==> config.mk <==
export PLATFORM = sky130hd
export DESIGN_NAME = e_m_stage_reg
export DESIGN_NICKNAME = d
export VERILOG_FILES = /design/src/rtl/e_m_stage_reg_pkg.sv /design/src/rtl/e_m_stage_reg_exc_merge.sv /design/src/rtl/e_m_stage_reg.sv
export SDC_FILE = /design/constraint.sdc
export NUM_CORES = 1
export LEC_CHECK = 0
export ABC_AREA = 1
export CAP_MARGIN = 20
export CELL_PAD_IN_SITES_DETAIL_PLACEMENT = 0
export CELL_PAD_IN_SITES_GLOBAL_PLACEMENT = 1
export CORE_MARGIN = 8
export CORE_UTILIZATION = 27
export CTS_BUF_LIST = sky130_fd_sc_hd__clkbuf_4
export CTS_CLUSTER_DIAMETER = 40
export DETAILED_ROUTE_END_ITERATION = 10
export PLACE_DENSITY = 0.88
export SLEW_MARGIN = 10
export SYNTH_ARGS = -nofsm -noshare
export SYNTH_HDL_FRONTEND = slang
export SYNTH_SLANG_ARGS = --single-unit
==> constraint.sdc <==
create_clock -name clk -period 2.25 [get_ports clk]
set_input_delay 0.3375 -clock clk [delete_from_list [all_inputs] [get_ports clk]]
set_output_delay 0.3375 -clock clk [all_outputs]
set_load 0.02 [all_outputs]
==> src/rtl/e_m_stage_reg_pkg.sv <==
// Shared E/M stage definitions: ALU control codes, CP0 exception codes and
// architectural PC constants.
package e_m_stage_reg_pkg;

  typedef enum logic [3:0] {
    ALU_ADD  = 4'd0,
    ALU_SUB  = 4'd1,
    ALU_AND  = 4'd2,
    ALU_OR   = 4'd3,
    ALU_XOR  = 4'd4,
    ALU_NOR  = 4'd5,
    ALU_SLT  = 4'd6,
    ALU_SLTU = 4'd7,
    ALU_SLL  = 4'd8,
    ALU_SRL  = 4'd9,
    ALU_SRA  = 4'd10,
    ALU_LUI  = 4'd11
  } alu_op_e;

  localparam logic [4:0] EXC_INT  = 5'd0;
  localparam logic [4:0] EXC_ADEL = 5'd4;
  localparam logic [4:0] EXC_ADES = 5'd5;
  localparam logic [4:0] EXC_RI   = 5'd10;
  localparam logic [4:0] EXC_OV   = 5'd12;

  localparam logic [31:0] RESET_PC   = 32'h0000_3000;
  localparam logic [31:0] HANDLER_PC = 32'h0000_4180;

  // Tnew counts down one per stage and parks at 0 instead of wrapping to 3.
  function automatic logic [1:0] tnew_step(input logic [1:0] tnew);
    return (tnew != 2'd0) ? tnew - 2'd1 : 2'd0;
  endfunction

endpackage

==> src/rtl/e_m_stage_reg_exc_merge.sv <==
// Priority merge of an inherited exception code with the ALU overflow flags;
// the oldest exception always wins.
module exc_merge #(
  parameter logic [4:0] EXC_OV = e_m_stage_reg_pkg::EXC_OV
) (
  input  logic [4:0] exc_code,
  input  logic       exc_ov_ari,
  input  logic       exc_ov_dm,
  output logic [4:0] merged_code,
  output logic       merged_dm_ov
);

  always_comb begin
    merged_code  = 5'd0;
    merged_dm_ov = 1'b0;
    if (exc_code != 5'd0) begin
      merged_code = exc_code;
    end else if (exc_ov_ari) begin
      merged_code = EXC_OV;
    end else begin
      // Address overflow is left pending so M can pick AdEL vs AdES.
      merged_dm_ov = exc_ov_dm;
    end
  end

endmodule

==> src/rtl/e_m_stage_reg.sv <==
// E->M pipeline register with precise-exception folding, CP0 redirect,
// bubble insertion and hold.
module e_m_stage_reg #(
  parameter logic [31:0] RESET_PC   = e_m_stage_reg_pkg::RESET_PC,
  parameter logic [31:0] HANDLER_PC = e_m_stage_reg_pkg::HANDLER_PC,
  parameter logic [4:0]  EXC_OV     = e_m_stage_reg_pkg::EXC_OV
) (
  input  logic        clk,
  input  logic        reset,
  input  logic        req,
  input  logic        flush,
  input  logic        en,
  input  logic [31:0] E_pc,
  input  logic        E_bd,
  input  logic [31:0] E_instr,
  input  logic [4:0]  E_excCode,
  input  logic        E_excOvAri,
  input  logic        E_excOvDM,
  input  logic [31:0] E_ALUout,
  input  logic [31:0] E_rtData,
  input  logic [4:0]  E_regWA,
  input  logic [1:0]  E_Tnew,
  output logic [31:0] M_pc,
  output logic        M_bd,
  output logic [31:0] M_instr,
  output logic [4:0]  M_excCode,
  output logic        M_excDMOv,
  output logic [31:0] M_ALUout,
  output logic [31:0] M_rtData,
  output logic [4:0]  M_regWA,
  output logic [1:0]  M_Tnew
);

  import e_m_stage_reg_pkg::*;

  logic [4:0] merged_code;
  logic       merged_dm_ov;
  logic       faulting;

  exc_merge #(
    .EXC_OV(EXC_OV)
  ) u_exc_merge (
    .exc_code     (E_excCode),
    .exc_ov_ari   (E_excOvAri),
    .exc_ov_dm    (E_excOvDM),
    .merged_code  (merged_code),
    .merged_dm_ov (merged_dm_ov)
  );

  assign faulting = (merged_code != 5'd0);

  always_ff @(posedge clk) begin
    if (reset || req) begin
      M_pc      <= reset ? RESET_PC : HANDLER_PC;
      M_bd      <= 1'b0;
      M_instr   <= 32'd0;
      M_excCode <= 5'd0;
      M_excDMOv <= 1'b0;
      M_ALUout  <= 32'd0;
      M_rtData  <= 32'd0;
      M_regWA   <= 5'd0;
      M_Tnew    <= 2'd0;
    end else if (flush) begin
      // Bubble keeps PC/BD so an interrupt taken on it still reports a valid EPC.
      M_pc      <= E_pc;
      M_bd      <= E_bd;
      M_instr   <= 32'd0;
      M_excCode <= 5'd0;
      M_excDMOv <= 1'b0;
      M_ALUout  <= 32'd0;
      M_rtData  <= 32'd0;
      M_regWA   <= 5'd0;
      M_Tnew    <= 2'd0;
    end else if (en) begin
      M_pc      <= E_pc;
      M_bd      <= E_bd;
      M_instr   <= E_instr;
      M_excCode <= merged_code;
      M_excDMOv <= merged_dm_ov;
      M_ALUout  <= E_ALUout;
      M_rtData  <= E_rtData;
      M_regWA   <= faulting ? 5'd0 : E_regWA;
      M_Tnew    <= faulting ? 2'd0 : tnew_step(E_Tnew);
    end
  end

endmodule

==> results.json, run 1 <==
{
  "die_height_um": 152,
  "min_from": "E_ALUout[6]",
  "cts-resized-gates": 0,
  "dp_hpwl_mm": 12.4,
  "cts_root_buf": "clkbuf_4",
  "finalSetupViolCount": 0,
  "die_w_um": 152,
  "reg2reg_depth": 2,
  "io_buffer_count": 289,
  "via_per_inst": 4.06,
  "design_area_mm2": 0.00839,
  "hold_viol_final": 0,
  "crit_family": "buffers and inverters",
  "post_drt_wl_per_cell_um": 14.8,
  "cp.arrival_ns": 1.54,
  "synth_area_mm2": 0.00496,
  "num_io_pins": 290,
  "tns_ns": 0,
  "ff2ff_setup_slack_ns": 1.60,
  "drc_errors": 0,
  "critPathKind": "register to primary output",
  "core.rowCount": 49,
  "vias": 4592,
  "hold_depth": 3,
  "yosysWarnings": 0,
  "fin_worst_skew_ns": 0,
  "overflow": 0,
  "start_util_pct": 27.5,
  "slowest_stage": "clkdlybuf4s50_1",
  "synth_xor_area_share_pct": 0,
  "post-cts-setup-buffers": 0,
  "r2r_start": "M_excCode[2]",
  "ys_seq_elements": 142,
  "cts_tree": "built",
  "synth_top_family_by_area": "simple AND/OR/NAND/NOR gates",
  "leakage_nw": 3.77,
  "drv_slew": 0,
  "antenna_found_initial": 1,
  "die-area_mm2": 0.0230,
  "worstMarginPinSlew_ns": 0.378,
  "syn_inst": 596,
  "syn_to_final_growth_pct": 68.9,
  "clockBufferDepth": 2,
  "grt_use_total_pct": 14.0,
  "place.gp.congestion": 0.736,
  "dr.pass1.iters": 6,
  "drtAntennaViolNets": 0,
  "place_area_mm2": 0.00811,
  "synthAdderAreaFrac_pct": 0,
  "startpoint_type": "register",
  "drv_cap": 0,
  "yosysSeqAreaShare_pct": 63.7,
  "hold_buffers": 0,
  "clock_latency_ns": 0.53,
  "min_period_ns": 1.88,
  "yosysUniqueCellTypes": 17,
  "grt_max_degree": 78,
  "clock_sinks": 142,
  "grt_pass1_vias": 4676,
  "critPathCaptureType": "primary output",
  "first_iter_violations": 177,
  "synth_compound_area_share_pct": 0.605,
  "drive_gt1_share_pct": 4.88,
  "h-tree-depth": 4,
  "period_share_pct": 83.4,
  "required_ns": 1.91,
  "rsz0062_at_grt": "false",
  "wl_mm": 16.7,
  "r2r-end": "M_excCode[2]",
  "core_mm2": 0.0180,
  "power_density_mw_per_mm2": 595,
  "ir_worst_vdd_mv": 0.316,
  "synth_mux_area_share_pct": 0,
  "relSlewSlack_pct": 74.8,
  "avgSynthCellArea_um2": 8.33,
  "cts_buffers": 17,
  "grt_first_pass_wirelength_mm": 24.9,
  "status": "complete, no violations",
  "antennaDiodeCount": 0,
  "worst_path_largest_cell_delay_ns": 0.64,
  "path_max_fanout": 1,
  "hp-class": "primary input to register",
  "layout_common_cells": "324 x nand2_1, 289 x clkdlybuf4s50_1, 110 x dfxtp_1",
  "holdPathEnd": "M_ALUout[6]",
  "crit_buf_inv": 1,
  "path_cells": "clkdlybuf4s50_1",
  "finalNetCount": 1036,
  "layout_commonest_cell": "nand2_1",
  "synth_nets": 744,
  "clock.fmax_mhz": 533,
  "yosys.area_share.simple_pct": 29.5,
  "clkTransAtPathRegs_ns": 0.14
}
==> report_power, final <==
part           leakage [nW]  internal (mW)  switching (mW)
Sequential             1.26           2.68          0.0282
Clock                 0.144          0.671           0.980
Combinational          2.36          0.375           0.259
==> state kept, by name, summed over array words and instances, names as in the netlist <==
| name | flops |
|---|---|
| M_ALUout | 32 |
| M_instr | 32 |
| M_pc | 32 |
| M_rtData | 32 |
| M_excCode | 5 |
| M_regWA | 5 |
| M_Tnew | 2 |
| M_bd | 1 |
| M_excDMOv | 1 |
==> cells by family (layout without fill, tap and decap cells) <==
family	Yosys count	in the layout
DFF	142	142
AOI/OAI and AO/OA	6	6
and+or+nand+nor	381	381
buffers and inverters	67	372
==> cells in the mapped netlist, drive strengths merged <==
| master | n | area share [%] |
|---|---|---|
| a21oi | 2 | 0.20 |
| buf | 24 | 3.0 |
| dfxtp | 110 | 44 |
| edfxtp | 32 | 19 |
| inv | 43 | 3.3 |
| nand2 | 325 | 25 |
| nand3 | 3 | 0.40 |
| nand4 | 1 | 0.13 |
| nor2 | 52 | 4.3 |
| o21ai | 4 | 0.40 |
==> stage by stage <==
| stage | hold WS, ns | worst slack, ns | power, mW | instances | utilization (%) |
|---|---|---|---|---|---|
| 2_1_floorplan | 0.441 | 0.382 | 2.96 | 596 | - |
| 3_3_place_gp | 0.435 | 0.348 | 3.40 | 1098 | 45.0 |
| 3_5_place_dp | 0.438 | 0.356 | 3.40 | 1098 | 45.0 |
| 4_1_cts | 0.249 | 0.267 | 5.09 | 1130 | 46.5 |
| 5_1_grt | 0.254 | 0.237 | 5.22 | 1130 | 46.5 |
| 6_report | 0.324 | 0.374 | 4.99 | 1130 | 46.5 |
==> metal layers <==
layer	global-route usage, %	vias up	wire length [µm]
met5	0	-	13
met4	4.80	2	184
met3	7.48	12	2190
met2	22.5	212	7390
met1	15.6	2001	6910
li1	-	2365	-
==> worst max path at each step <==
stage / startpoint / slack, ns / depth (start not counted) / endpoint
finish: M_pc[13] / 0.37 / 1 / M_pc[13]
global route: M_excCode[2] / 0.24 / 1 / M_excCode[2]
CTS: M_excCode[3] / 0.27 / 1 / M_excCode[3]
detailed placement: reset / 0.36 / 5 / M_pc[3]
global placement: req / 0.35 / 6 / M_pc[16]
floorplan: req / 0.38 / 6 / M_pc[0]
==> cell type report <==
type | instances | area [µm²]
fill | 1766 | 9640
tap | 229 | 287
clock buffer | 18 | 135
multi-input combinational | 387 | 1490
clock inverter | 14 | 144
inverter | 43 | 161
sequential | 142 | 3160
timing repair buffer | 297 | 3000
Note: power is estimated with default switching activity, not from simulation.
==> inputs of run 2 (changes only) <==
CORE_UTILIZATION = 24   (was 27)
PLACE_DENSITY = 0.83   (was 0.88)
clock period = 1.7 ns   (was 2.25 ns; I/O delays follow)
==> results.json, run 2 (same netlist as run 1, synthesis figures left out) <==
{
  "worstMarginPinSlew_ns": 0.276,
  "place.gp.congestion": 0.747,
  "grt_max_degree": 57,
  "clkTransAtPathRegs_ns": 0.14,
  "path_max_fanout": 2,
  "fin_ws_ns": 0.162,
  "min_period_ns": 1.54,
  "hold_viol_final": 0,
  "dp_hpwl_mm": 12.9,
  "io_buffer_count": 289,
  "drv_cap": 0,
  "worst_path_largest_cell_delay_ns": 0.38,
  "crit_buf_inv": 1,
  "relSlewSlack_pct": 81.6,
  "clock.fmax_mhz": 650,
  "final_util_pct": 41.3,
  "core_mm2": 0.0203,
  "period_share_pct": 90.5,
  "multi_input_area_mm2": 0.00149,
  "cp.arrival_ns": 1.28,
  "die_w_um": 160,
  "ir_worst_vdd_mv": 0.364,
  "overflow": 0,
  "fill_cells": 2107,
  "clock_latency_ns": 0.52,
  "drv_slew": 0,
  "clock_sinks": 142,
  "hp-class": "primary input to register",
  "fin_worst_skew_ns": 0,
  "first_iter_violations": 232,
  "regArea_mm2": 0.00316,
  "finalSetupViolCount": 0,
  "hold_buffers": 0,
  "slowest_stage": "dfxtp_1",
  "dp_slack_ns": -0.111,
  "die-area_mm2": 0.0255,
  "layout_commonest_cell": "nand2_1",
  "cts_buffers": 17,
  "rsz0062_at_grt": "false",
  "ff2ff_setup_slack_ns": 1.09,
  "place_area_mm2": 0.00827,
  "grt_first_pass_wirelength_mm": 26.6,
  "post_drt_wl_per_cell_um": 14.4,
  "crit_family": "flip-flops",
  "critPathCaptureType": "primary output",
  "finalNetCount": 1048,
  "drc_errors": 0,
  "drtAntennaViolNets": 0,
  "grt_use_total_pct": 13.2,
  "core.rowCount": 52,
  "antenna_found_initial": 1,
  "post-cts-setup-buffers": 0,
  "vias": 4658,
  "status": "complete, no violations",
  "design_area_mm2": 0.00839,
  "dr.pass1.iters": 4,
  "clockBufferDepth": 2,
  "num_io_pins": 290,
  "cts_root_buf": "clkbuf_4",
  "start_util_pct": 24.5,
  "wl_mm": 17.1,
  "cts_tree": "built",
  "layout_common_cells": "324 x nand2_1, 147 x clkdlybuf4s50_1, 142 x dlygate4sd2_1",
  "required_ns": 1.44,
  "die_height_um": 160,
  "syn_to_final_growth_pct": 68.9,
  "cts-resized-gates": 142,
  "h-tree-depth": 4,
  "drive_gt1_share_pct": 6.35,
  "leakage_nw": 4.45,
  "path_cells": "dlygate4sd2_1",
  "power_density_mw_per_mm2": 791,
  "startpoint_type": "register",
  "via_per_inst": 3.93,
  "grt_pass1_vias": 4676,
  "critPathKind": "register to primary output"
}
## run 2: per-stage QoR
step	total power, mW	setup TNS (ns)	hold slack (ns)	cells
2_1_floorplan	3.91	0	0.358	596
3_3_place_gp	4.51	-7.07	0.434	1151
3_5_place_dp	4.52	-9.58	0.438	1151
4_1_cts	6.80	0	0.168	1183
5_1_grt	6.98	0	0.182	1185
6_report	6.63	0	0.247	1185
## run 2: layout make-up
class	count	share of cell area, %
flip-flops and latches	142	37.7
well taps	270	4.03
diodes	2	0.0597
repair buffers	309	34.9
clock inverters	14	1.88
inverters	43	1.98
clock buffers	18	1.61
multi-input cells	387	17.8
## run 2: routing by layer
layer  track usage, %  vias up  routed length, µm
li1                 -     2397                  -
met5                0        -                  0
met3             7.02       14               2000
met2             21.4      216               7720
met1             14.9     2031               7110
met4             3.95        0                253
## run 2: final timing paths
kind / from / endpoint / cells past startpoint
max: M_bd / M_bd / 1
min: E_instr[4] / M_instr[4] / 3
max reg2reg: M_excCode[2] / M_excCode[2] / 2
min reg2reg: M_instr[24] / M_instr[24] / 2
## run 2: power by group
part | switching, mW | leakage [nW] | internal, mW | total, mW
clock network | 1.35 | 0.146 | 0.915 | 2.27
logic | 0.343 | 3.04 | 0.443 | 0.786
registers | 0.0348 | 1.26 | 3.54 | 3.58
total | 1.73 | 4.45 | 4.90 | 6.63
